<file path="config.mk">
export PLATFORM = sky130hd
export DESIGN_NAME = counter_updown_mod
export DESIGN_NICKNAME = d
export VERILOG_FILES = /design/src/rtl/counter_updown_mod.sv
export SDC_FILE = /design/constraint.sdc
export NUM_CORES = 1
export LEC_CHECK = 0
export ABC_AREA = 0
export CORE_MARGIN = 2
export CORE_UTILIZATION = 45
export CTS_BUF_LIST = sky130_fd_sc_hd__clkbuf_8
export DETAILED_ROUTE_END_ITERATION = 8
export GPL_TIMING_DRIVEN = 1
export PLACE_DENSITY = 0.89
export SYNTH_ARGS = -nofsm -noshare
export SYNTH_HDL_FRONTEND = slang
export SYNTH_SLANG_ARGS = --single-unit
</file>
<file path="constraint.sdc">
create_clock -name Clk -period 2.4 [get_ports Clk]
set_clock_uncertainty 0.2 [all_clocks]
set_input_delay 0.36 -clock Clk [delete_from_list [all_inputs] [get_ports Clk]]
set_output_delay 0.36 -clock Clk [all_outputs]
set_load 0.02 [all_outputs]
</file>
<file path="src/rtl/counter_updown_mod.sv">
// Up/down counter with programmable terminal value, wrap/saturate/one-shot overflow modes,
// falling-edge state updates. Define COUNTER_PRESCALER_EN to compile in the internal prescaler.
module counter_updown_mod #(
   parameter int WIDTH    = 8,
   parameter int PRESCALE = 4
) (
   input  logic             Clk,
   input  logic             nReset,
   input  logic             Clear,
   input  logic             Load,
   input  logic             Count_en,
   input  logic             Up,
   input  logic [1:0]       Mode,
   input  logic [WIDTH-1:0] Limit,
   input  logic [WIDTH-1:0] Count_in,
   output logic [WIDTH-1:0] Count_out,
   output logic             Tc,
   output logic             Done
);

   localparam logic [1:0] MODE_SAT = 2'b01;
   localparam logic [1:0] MODE_ONE = 2'b10;

   generate
      if (WIDTH < 2 || PRESCALE < 1) begin : g_bad_param
         $error("counter_updown_mod: WIDTH must be >= 2 and PRESCALE >= 1");
      end
   endgenerate

   logic             tick;
   logic             count_event;
   logic             boundary;
   logic             set_done;
   logic [WIDTH-1:0] next_count;

`ifdef COUNTER_PRESCALER_EN
   localparam int PW = (PRESCALE > 1) ? $clog2(PRESCALE) : 1;

   logic [PW-1:0] pre_cnt;
   logic          pre_last;

   assign pre_last = (pre_cnt == PW'(PRESCALE - 1));
   assign tick     = pre_last;

   // Prescaler only advances on enabled edges, so Count_en low freezes it.
   always_ff @(negedge Clk or negedge nReset) begin
      if (!nReset) begin
         pre_cnt <= '0;
      end else if (Clear || Load) begin
         pre_cnt <= '0;
      end else if (Count_en) begin
         pre_cnt <= pre_last ? '0 : pre_cnt + 1'b1;
      end
   end
`else
   assign tick = 1'b1;
`endif

   // A finished one-shot stops counting until Clear/Load, or until Mode leaves one-shot.
   always_comb begin
      count_event = Count_en && tick && !(Mode == MODE_ONE && Done);
      boundary    = Up ? (Count_out >= Limit) : (Count_out == '0);
      next_count  = Count_out;
      set_done    = 1'b0;
      if (Up) begin
         if (boundary) begin
            case (Mode)
               MODE_SAT: next_count = Limit;
               MODE_ONE: begin
                  next_count = Limit;
                  set_done   = 1'b1;
               end
               default:  next_count = '0;
            endcase
         end else begin
            next_count = Count_out + 1'b1;
         end
      end else begin
         if (boundary) begin
            case (Mode)
               MODE_SAT: next_count = '0;
               MODE_ONE: begin
                  next_count = '0;
                  set_done   = 1'b1;
               end
               default:  next_count = Limit;
            endcase
         end else begin
            next_count = Count_out - 1'b1;
         end
      end
   end

   always_ff @(negedge Clk or negedge nReset) begin
      if (!nReset) begin
         Count_out <= '0;
         Tc        <= 1'b0;
         Done      <= 1'b0;
      end else if (Clear) begin
         Count_out <= '0;
         Tc        <= 1'b0;
         Done      <= 1'b0;
      end else if (Load) begin
         Count_out <= Count_in;
         Tc        <= 1'b0;
         Done      <= 1'b0;
      end else begin
         Tc <= count_event && boundary;
         if (count_event) begin
            Count_out <= next_count;
            if (set_done) begin
               Done <= 1'b1;
            end
         end
      end
   end

endmodule

</file>
Word-level counts from Yosys, hierarchy flattened
Cells that the tools add are included.

storage, ports and cells
  input port bits = 24
  flip-flop bits (word level) = 10

operators by class
  reduce and logical (&&, ||, !) cells = 9
  add/sub/neg operators = 2
  eq/ne operators = 2
  muxes and demuxes = 17
  order comparisons = 1

operators with widths
  operator                                                               number
  8-bit 2-to-1 mux                                                       8
  1-bit 2-to-1 mux                                                       9
  8-bit by 1-bit adder with 8-bit output, second input constant          1
  8-bit greater-or-equal comparator                                      1
  8-bit zero test                                                        1
  8-bit by 1-bit subtractor with 8-bit output, second input constant     1
  3-bit nonzero test                                                     2
  1-bit logical AND                                                      3
  2-bit by 1-bit equality test with 1-bit output, second input constant  1
  2-bit equality test, second input constant                             1
  2-bit AND reduction                                                    1
  2-bit OR reduction                                                     1
  1-bit zero test                                                        1

Depth between registers and ports, before layout
Gate-level depths: netlist of run 1.

  depth in word-level cells = 8
  mapped depth = 8

==> results of run 1 <==
[metal layers]
metal / global-route usage [%] / routed length (um) / vias to the layer above
met1: 42.56 / 2237 / 891
li1: - / - / 770
met4: 26.91 / 520 / 0
met3: 6.349 / 785 / 72
met2: 62.01 / 3010 / 199
met5: 0 / 0 / -
[worst max-delay path, stage by stage]
cell and delay (ns):
clkdlybuf4s50_1 0.52, a21boi_1 0.23, buf_4 0.18, nor2_1 0.06, nand2_1 0.12, o21ai_0 0.13, a311oi_2 0.29, a311oi_2 0.13
[timing repair]
action	4_1_cts	5_1_grt
pin swaps	27	21
setup buffers	10	6
hold buffers	0	0
endpoints found under the setup margin	20	20
gates resized for setup	114	19
[layout make-up]
cell class | instances | area share [%]
repair buffers | 87 | 32.11
flip-flops and latches | 10 | 10.51
clock buffers | 4 | 2.312
inverters | 14 | 3.468
well taps | 31 | 1.629
multi-input cells | 133 | 49.97
[cell usage in the layout, fill, tap and decap left out, drive strengths merged, types with 2 or more instances in the layout]
master,instances
and3,4
inv,14
nand2,15
nor2,17
clkdlybuf4s50,12
a221oi,3
a22oi,6
nor3,4
nand3,10
o211ai,3
buf,70
xnor2,8
ha,12
clkbuf,5
or4,2
a31oi,2
a311oi,3
a211oi,2
xor2,4
o22ai,3
dfrtn,10
or3,2
a21oi,8
o32ai,3
o21ai,8
dlygate4sd2,4
o21a,2
[per-stage QoR]
stage                     setup TNS, ns  instances  hold WS [ns]  instance area, um^2
after detailed placement         -19.15        260        0.3707                 2046
after floorplan                  -7.622        165        0.3881                 1428
after global routing             -10.65        279        0.5253                 2381
final                            -10.12        279        0.4914                 2381
after CTS                        -9.879        274        0.4760                 2271
after global placement           -18.30        260        0.3453                 2046
[kinds of logic (layout without fill, tap and decap cells)]
logic type / after synthesis / after routing / synth area share, %
AOI/OAI and AO/OA: 51 / 51 / 29.37
xor gates and xnor gates: 12 / 12 / 8.195
and+or+nand+nor: 57 / 57 / 22.93
buffers and inverters: 22 / 105 / 7.512
adders and majority gates: 12 / 12 / 11.71
DFF: 10 / 10 / 19.51
muxes: 1 / 1 / 0.7805
[worst max-delay path by stage]
stage                  start           end  depth (start not counted)
CTS                 Limit[1]  Count_out[3]                         11
floorplan           Limit[6]  Count_out[7]                          8
global placement    Limit[1]  Count_out[6]                         10
detailed placement  Limit[1]  Count_out[6]                         10
global route        Limit[1]  Count_out[5]                         10
finish              Count_en  Count_out[6]                          8
[power groups by stage]
stage / combinational, mW / clock [mW] / sequential [mW]
6_report: 0.652 / 0.231 / 0.195
5_1_grt: 0.680 / 0.240 / 0.196
4_1_cts: 0.561 / 0.223 / 0.195
3_5_place_dp: 0.495 / 0 / 0.195
3_3_place_gp: 0.476 / 0 / 0.194
2_1_floorplan: 0.258 / 0 / 0.226
[flip-flops by register name (all words and copies together) (netlist names)]
| signal | cells |
|---|---|
| Count_out | 8 |
| Tc | 1 |
| Done | 1 |
==> reports/qor.txt, run 1 <==
final core occ: 87.09%
Synthesized Nets: 201
starting density of the core: 46.91%
Setup-failing EPs final: 20
maximum vdd drop: 0.0004039 V
routed vias/inst: 6.925
Reg area: 250.2 um^2
Worst R2R Path Depth: 9
area of the multi-input gates: 1190 um^2
top_reg_cell synth: dfrtn_1
most common library cells after synthesis: nor2_1 (15), inv_1 (14), nand2_1 (14)
worst slack, placed: -1.640 ns
largest net degree at the start of global routing: 14
post-synth top area share: 19.51%
Reg power frac: 18.1%
crit path max fanout: 5
Core ar.: 2734 um^2
LEAKAGE: 1.047 nW
Num Clock Sinks: 10
clock latency on the worst-skew pair: 0.27 ns
vias in the first global route: 1919
Die H: 57.39 um
DR pass1 iterations: 5
Hold Crit Depth: 3
Slew Viols, Final: 0
failing checks: setup timing
reg-to-reg startpoint: Count_out[2]
switching pwr: 0.4409 mW
Num CTS Buffers: 3
number of fill cells: 134
Total GRT Usage: 37.22%
startpoint types: primary input
RD Place Congestion: 1.033
clk buf depth: 2
status: finished, violations left
I/O Buffers: 33
Seq/Total Area, Yosys: 19.51%
cell count after synthesis: 165
count of cell types in the netlist: 47
crit end category: flop
top-count cell post-synth: nor2_1
DR vias: 1932
I/O pin count: 34
maxcap violations: 0
Antenna Diode Count: 0
Internal: 0.6370 mW
top cells by area, synth: dfrtn_1 (20%), ha_1 (12%), xnor2_1 (5.5%), nor2_1 (4.4%), inv_1 (4.1%)
worst min-delay path category: reg -> reg
num rows: 19
CTS tree: built
die footprint: 3293 um^2
remaining antenna violation count: 0
end of the worst hold path: Done
async set-reset flop share out of synthesis: 100.0%
Root Buffer Master: clkbuf_8
r2r setup slk: -0.21 ns
Worst-path clk slew: 0.04 ns
Syn-to-layout area delta: 85.66%
Post-synth EDFFs: 0
WL/cell: 23.49 um
first-pass GRT wire length: 9287 um
final net count: 285
violation count after the first detailed-route iteration: 278
grt ovf: 0
Net Sw Frac: 40.90%
Comb power frac: 60.5%
clock power share: 21.4%
Yosys top cell by area: dfrtn_1
Required @ worst endpoint: 1.10 ns
worst slew pin tran: 0.3544 ns
worst reg2reg path endpoint: Count_out[3]
Seq cells post-synth: 10
Yosys Warn Count: 0
final setup margin: -0.9170 ns
layout cell share with drive strength beyond 1: 48.79%
Post-Route WL: 6554 um
critical path class: in -> reg
Synth Area per Inst: 7.773 um^2
die width: 57.39 um
Total Power: 1.078 mW
Rel. slew slack: 76.18%
RSZ-0062 raised after global routing: true
Residual DRC: 0
hold_sp: Done
total power divided by cell area: 452.7 nW/um^2
CTS H-tree depth: 1
HPWL after DPL: 3802 um
Fin. Hold Viols: 0
Post-Synthesis Cell Area: 1282 um^2
initial antenna violation count: 0
WP data arrival: 2.01 ns
(Power assumes the default switching activity.)
==> run 2, diff against run 1 <==
--- a/config.mk
+++ b/config.mk
@@ -5,13 +5,14 @@
 export SDC_FILE = /design/constraint.sdc
 export NUM_CORES = 1
 export LEC_CHECK = 0
-export ABC_AREA = 0
+export ABC_AREA = 1
 export CORE_MARGIN = 2
 export CORE_UTILIZATION = 45
 export CTS_BUF_LIST = sky130_fd_sc_hd__clkbuf_8
+export CTS_CLUSTER_DIAMETER = 120
 export DETAILED_ROUTE_END_ITERATION = 8
 export GPL_TIMING_DRIVEN = 1
-export PLACE_DENSITY = 0.89
+export PLACE_DENSITY = 0.87
 export SYNTH_ARGS = -nofsm -noshare
 export SYNTH_HDL_FRONTEND = slang
 export SYNTH_SLANG_ARGS = --single-unit
==> run 2 against run 1 <==
Compared with the run above:
- the run still ends with setup timing left
- wire length down 33%
- count of clock-buffer cells in the layout fell by 1
- register-to-register slack gained 0.37 ns
- largest cell class unchanged
- largest power group unchanged
- highest routed layer unchanged
==> reports/qor.txt, run 2 <==
status: finished, violations left
failing checks: setup timing
num rows: 20 (+1)
Yosys Warn Count: 0 (unchanged)
most common library cells after synthesis: nand2_1 (75), nand3_1 (32), inv_1 (24), nor2_1 (24), ha_1 (12)
top-count cell post-synth: nand2_1
most common cell after layout, fill and taps aside: nand2_1
Num Clock Sinks: 10 (unchanged)
die width: 60.01 um (+4.6%)
largest net degree at the start of global routing: 17 (+3)
HPWL after DPL: 2974 um (-22%)
async set-reset flop share out of synthesis: 100.0% (unchanged)
die footprint: 3601 um^2 (+9.3%)
reg-to-reg startpoint: Count_out[3]
Synth Area in XOR/XNOR: 6.826% (-1.4 points)
Residual DRC: 0 (unchanged)
peak per-stage delay on the critical path: 0.25 ns (-0.27 ns)
Post-Synthesis Cell Area: 1411 um^2 (+10%)
Worst-path clk slew: 0.04 ns (about the same)
Biggest register: Count_out
vias in the first global route: 1615 (-16%)
worst-path cell chain: buf_8 > inv_8 > ha_4 > nand2_2 > nand3_2 > nand2_2 > nand2_2 > nand2_4 > nand2_8 > nand2_8 > nand2_2 > nand3_2 > nand2_1 > nand2_1 > nand2_1 > nand2_1
main combinational cell family by area after synthesis: simple AND/OR/NAND/NOR gates
WP data arrival: 1.69 ns (-0.32 ns)
final core occ: 78.88% (-8.2 points)
Fin. Hold Viols: 0 (unchanged)
violation count after the first detailed-route iteration: 79 (-72%)
cts hold-fix bufs: 0 (unchanged)
starting density of the core: 46.61% (-0.30 points)
crit end category: flop
Post-Route WL: 4389 um (-33%)
crit path max fanout: 8 (+3)
grt ovf: 0 (unchanged)
total power divided by cell area: 419.2 nW/um^2 (-7.4%)
initial antenna violation count: 0 (unchanged)
end of the worst hold path: Count_out[0]
Antenna Diode Count: 0 (unchanged)
routed vias/inst: 5.133 (-26%)
Die H: 60.01 um (+4.6%)
area of the multi-input gates: 1262 um^2 (+6.1%)
worst hold slack: 0.3927 ns (-0.09873 ns)
met1 Use GR: 33.90% (-8.7 points)
r2r setup slk: 0.16 ns (+0.37 ns)
worst reg2reg path endpoint: Count_out[4]
cell count after synthesis: 228 (+38%)
hold_sp: Count_out[0]
simple-gate area share of the yosys netlist: 48.32% (+25 points)
final setup margin: -0.5915 ns (+0.3255 ns)
CTS H-tree depth: 1 (unchanged)
Hold Crit Depth: 3 (unchanged)
maximum vdd drop: 0.0003010 V (-25%)
Adder-Cell Fraction of Synth Area: 10.64% (-1.1 points)
mux cell area share after synthesis: 0% (-0.78 points)
largest registers: Count_out: 8 flops, Done: 1 flops, Tc: 1 flops
I/O Buffers: 33 (unchanged)
Root Buffer Master: clkbuf_8
remaining antenna violation count: 0 (unchanged)
Required @ worst endpoint: 1.10 ns (about the same)
top_reg_cell synth: dfrtn_1
worst slack, placed: -1.397 ns (+0.2432 ns)
DR pass1 iterations: 5 (unchanged)
I/O pin count: 34 (unchanged)
most frequent cells in the layout: nand2_1 (62), buf_4 (32), nand3_1 (28), nor2_1 (21), buf_6 (16)
WL/cell: 12.99 um (-45%)
Worst R2R Path Depth: 16 (+7)
Setup TNS: -7.160 ns (+2.961 ns)
Synthesized Nets: 264 (+31%)
startpoint types: primary input
Setup-failing EPs final: 20 (unchanged)
met3 Usage GRT: 2.597% (-3.8 points)
maxcap violations: 0 (unchanged)
Syn-to-layout area delta: 69.24%
first-pass GRT wire length: 7258 um (-22%)
critical path class: in -> reg
Total Power: 1.001 mW (-7.1%)
gr busiest metal: met2
Rel. slew slack: 70.13% (-6.1 points)
Yosys top cell by area: nand2_1
Total GRT Usage: 26.77% (-10 points)
Reg area: 250.2 um^2 (unchanged)
DR vias: 1735 (-10%)
worst slew pin tran: 0.4476 ns (+0.09325 ns)
Synth Area per Inst: 6.190 um^2 (-20%)
Slew Viols, Final: 0 (unchanged)
Num CTS Buffers: 3 (unchanged)
top cells by area, synth: nand2_1 (20%), dfrtn_1 (18%), nand3_1 (11%), ha_1 (11%), inv_1 (6.4%)
clk buf depth: 2 (unchanged)
Post-synth EDFFs: 0 (unchanged)
count of cell types in the netlist: 28 (-40%)
met2 GRT Util: 47.20% (-15 points)
Seq/Total Area, Yosys: 17.73% (-1.8 points)
max FFs per register: 8 (unchanged)
LEAKAGE: 1.186 nW (+13%)
Seq cells post-synth: 10 (unchanged)
number of fill cells: 226 (+69%)
worst min-delay path category: reg -> reg
CTS tree: built
RSZ-0062 raised after global routing: true
clock latency on the worst-skew pair: 0.25 ns (-0.02 ns)
final net count: 332 (+16%)
RD Place Congestion: 0.8893 (-14%)
post-synth top area share: 19.95% (+0.43 points)
Core ar.: 3028 um^2 (+11%)
layout cell share with drive strength beyond 1: 40.48% (-8.3 points)
compound-cell area share of the yosys netlist: 3.635% (-26 points)
slowest CP cell: ha_4
-- run 2: cell types whose count changed after synthesis, sizes merged, moves of 7 or more --
| cell | change |
|---|---|
| o21ai | -7 |
| inv | +14 |
| nand3 | +24 |
| nor2 | +14 |
| xnor2 | -7 |
| nand2 | +65 |
-- run 2: layout make-up --
type | count | share of cell area, %
inverter | 30 | 5.972
timing repair buffer | 68 | 26.66
sequential | 10 | 10.48
tap | 44 | 2.305
clock buffer | 3 | 1.729
multi-input combinational | 183 | 52.85
-- run 2: how the worst max path moves through the flow --
stage                        start           end  slack [ns]  depth (start not counted)
after floorplan           Limit[1]  Count_out[6]       -0.65                         16
after CTS                 Limit[7]  Count_out[4]       -0.55                         15
after global routing      Limit[3]  Count_out[5]       -0.66                         16
after global placement    Limit[1]  Count_out[4]       -1.35                         16
final                     Limit[1]  Count_out[4]       -0.59                         16
after detailed placement  Limit[1]  Count_out[4]       -1.40                         16
-- run 2: cells by family after synthesis --
kind of cell / count (synthesis)
and+or+nand+nor: 148
buffers and inverters: 38
adders and majority gates: 12
xor gates and xnor gates: 11
DFF: 10
AOI/OAI and AO/OA: 9
-- run 2: critical path: cells and delay by family --
family / cells / cell delay, ns
AND/OR/NAND/NOR: 13 / 0.94
adder cells (fa/ha/maj): 1 / 0.25
buffers and inverters: 2 / 0.12
-- run 2: timing repair --
item	in CTS	in global routing
cloned	3	0
setup endpoints to repair	20	20
pin swaps	32	16
buffers inserted	7	2
resized for setup	144	11
-- run 2: stage by stage --
step	instance area (um^2)	instances
after floorplan	1508	228
after global placement	2024	323
after detailed placement	2024	323
after CTS	2318	336
after global routing	2389	338
final	2389	338
-- run 2: power by group --
part           switching, mW  leakage [nW]  internal, mW
clock                 0.0599        0.0216         0.109
combinational          0.345          1.03         0.289
sequential            0.0116         0.131         0.186
total                  0.416          1.19         0.585
-- run 2: per-layer routing --
metal  wire length [um]  vias to the layer above
met5                  0                        -
met4                 82                        0
met3                271                       12
met2               2208                       87
met1               1827                      787
li1                   -                      849
==> run 3, diff against run 2 <==
--- a/config.mk
+++ b/config.mk
@@ -13,6 +13,7 @@
 export DETAILED_ROUTE_END_ITERATION = 8
 export GPL_TIMING_DRIVEN = 1
 export PLACE_DENSITY = 0.87
+export SLEW_MARGIN = 40
 export SYNTH_ARGS = -nofsm -noshare
 export SYNTH_HDL_FRONTEND = slang
 export SYNTH_SLANG_ARGS = --single-unit
==> results of run 3 <==
No change in the layout: final DEF, timing and power equal those of run 2.
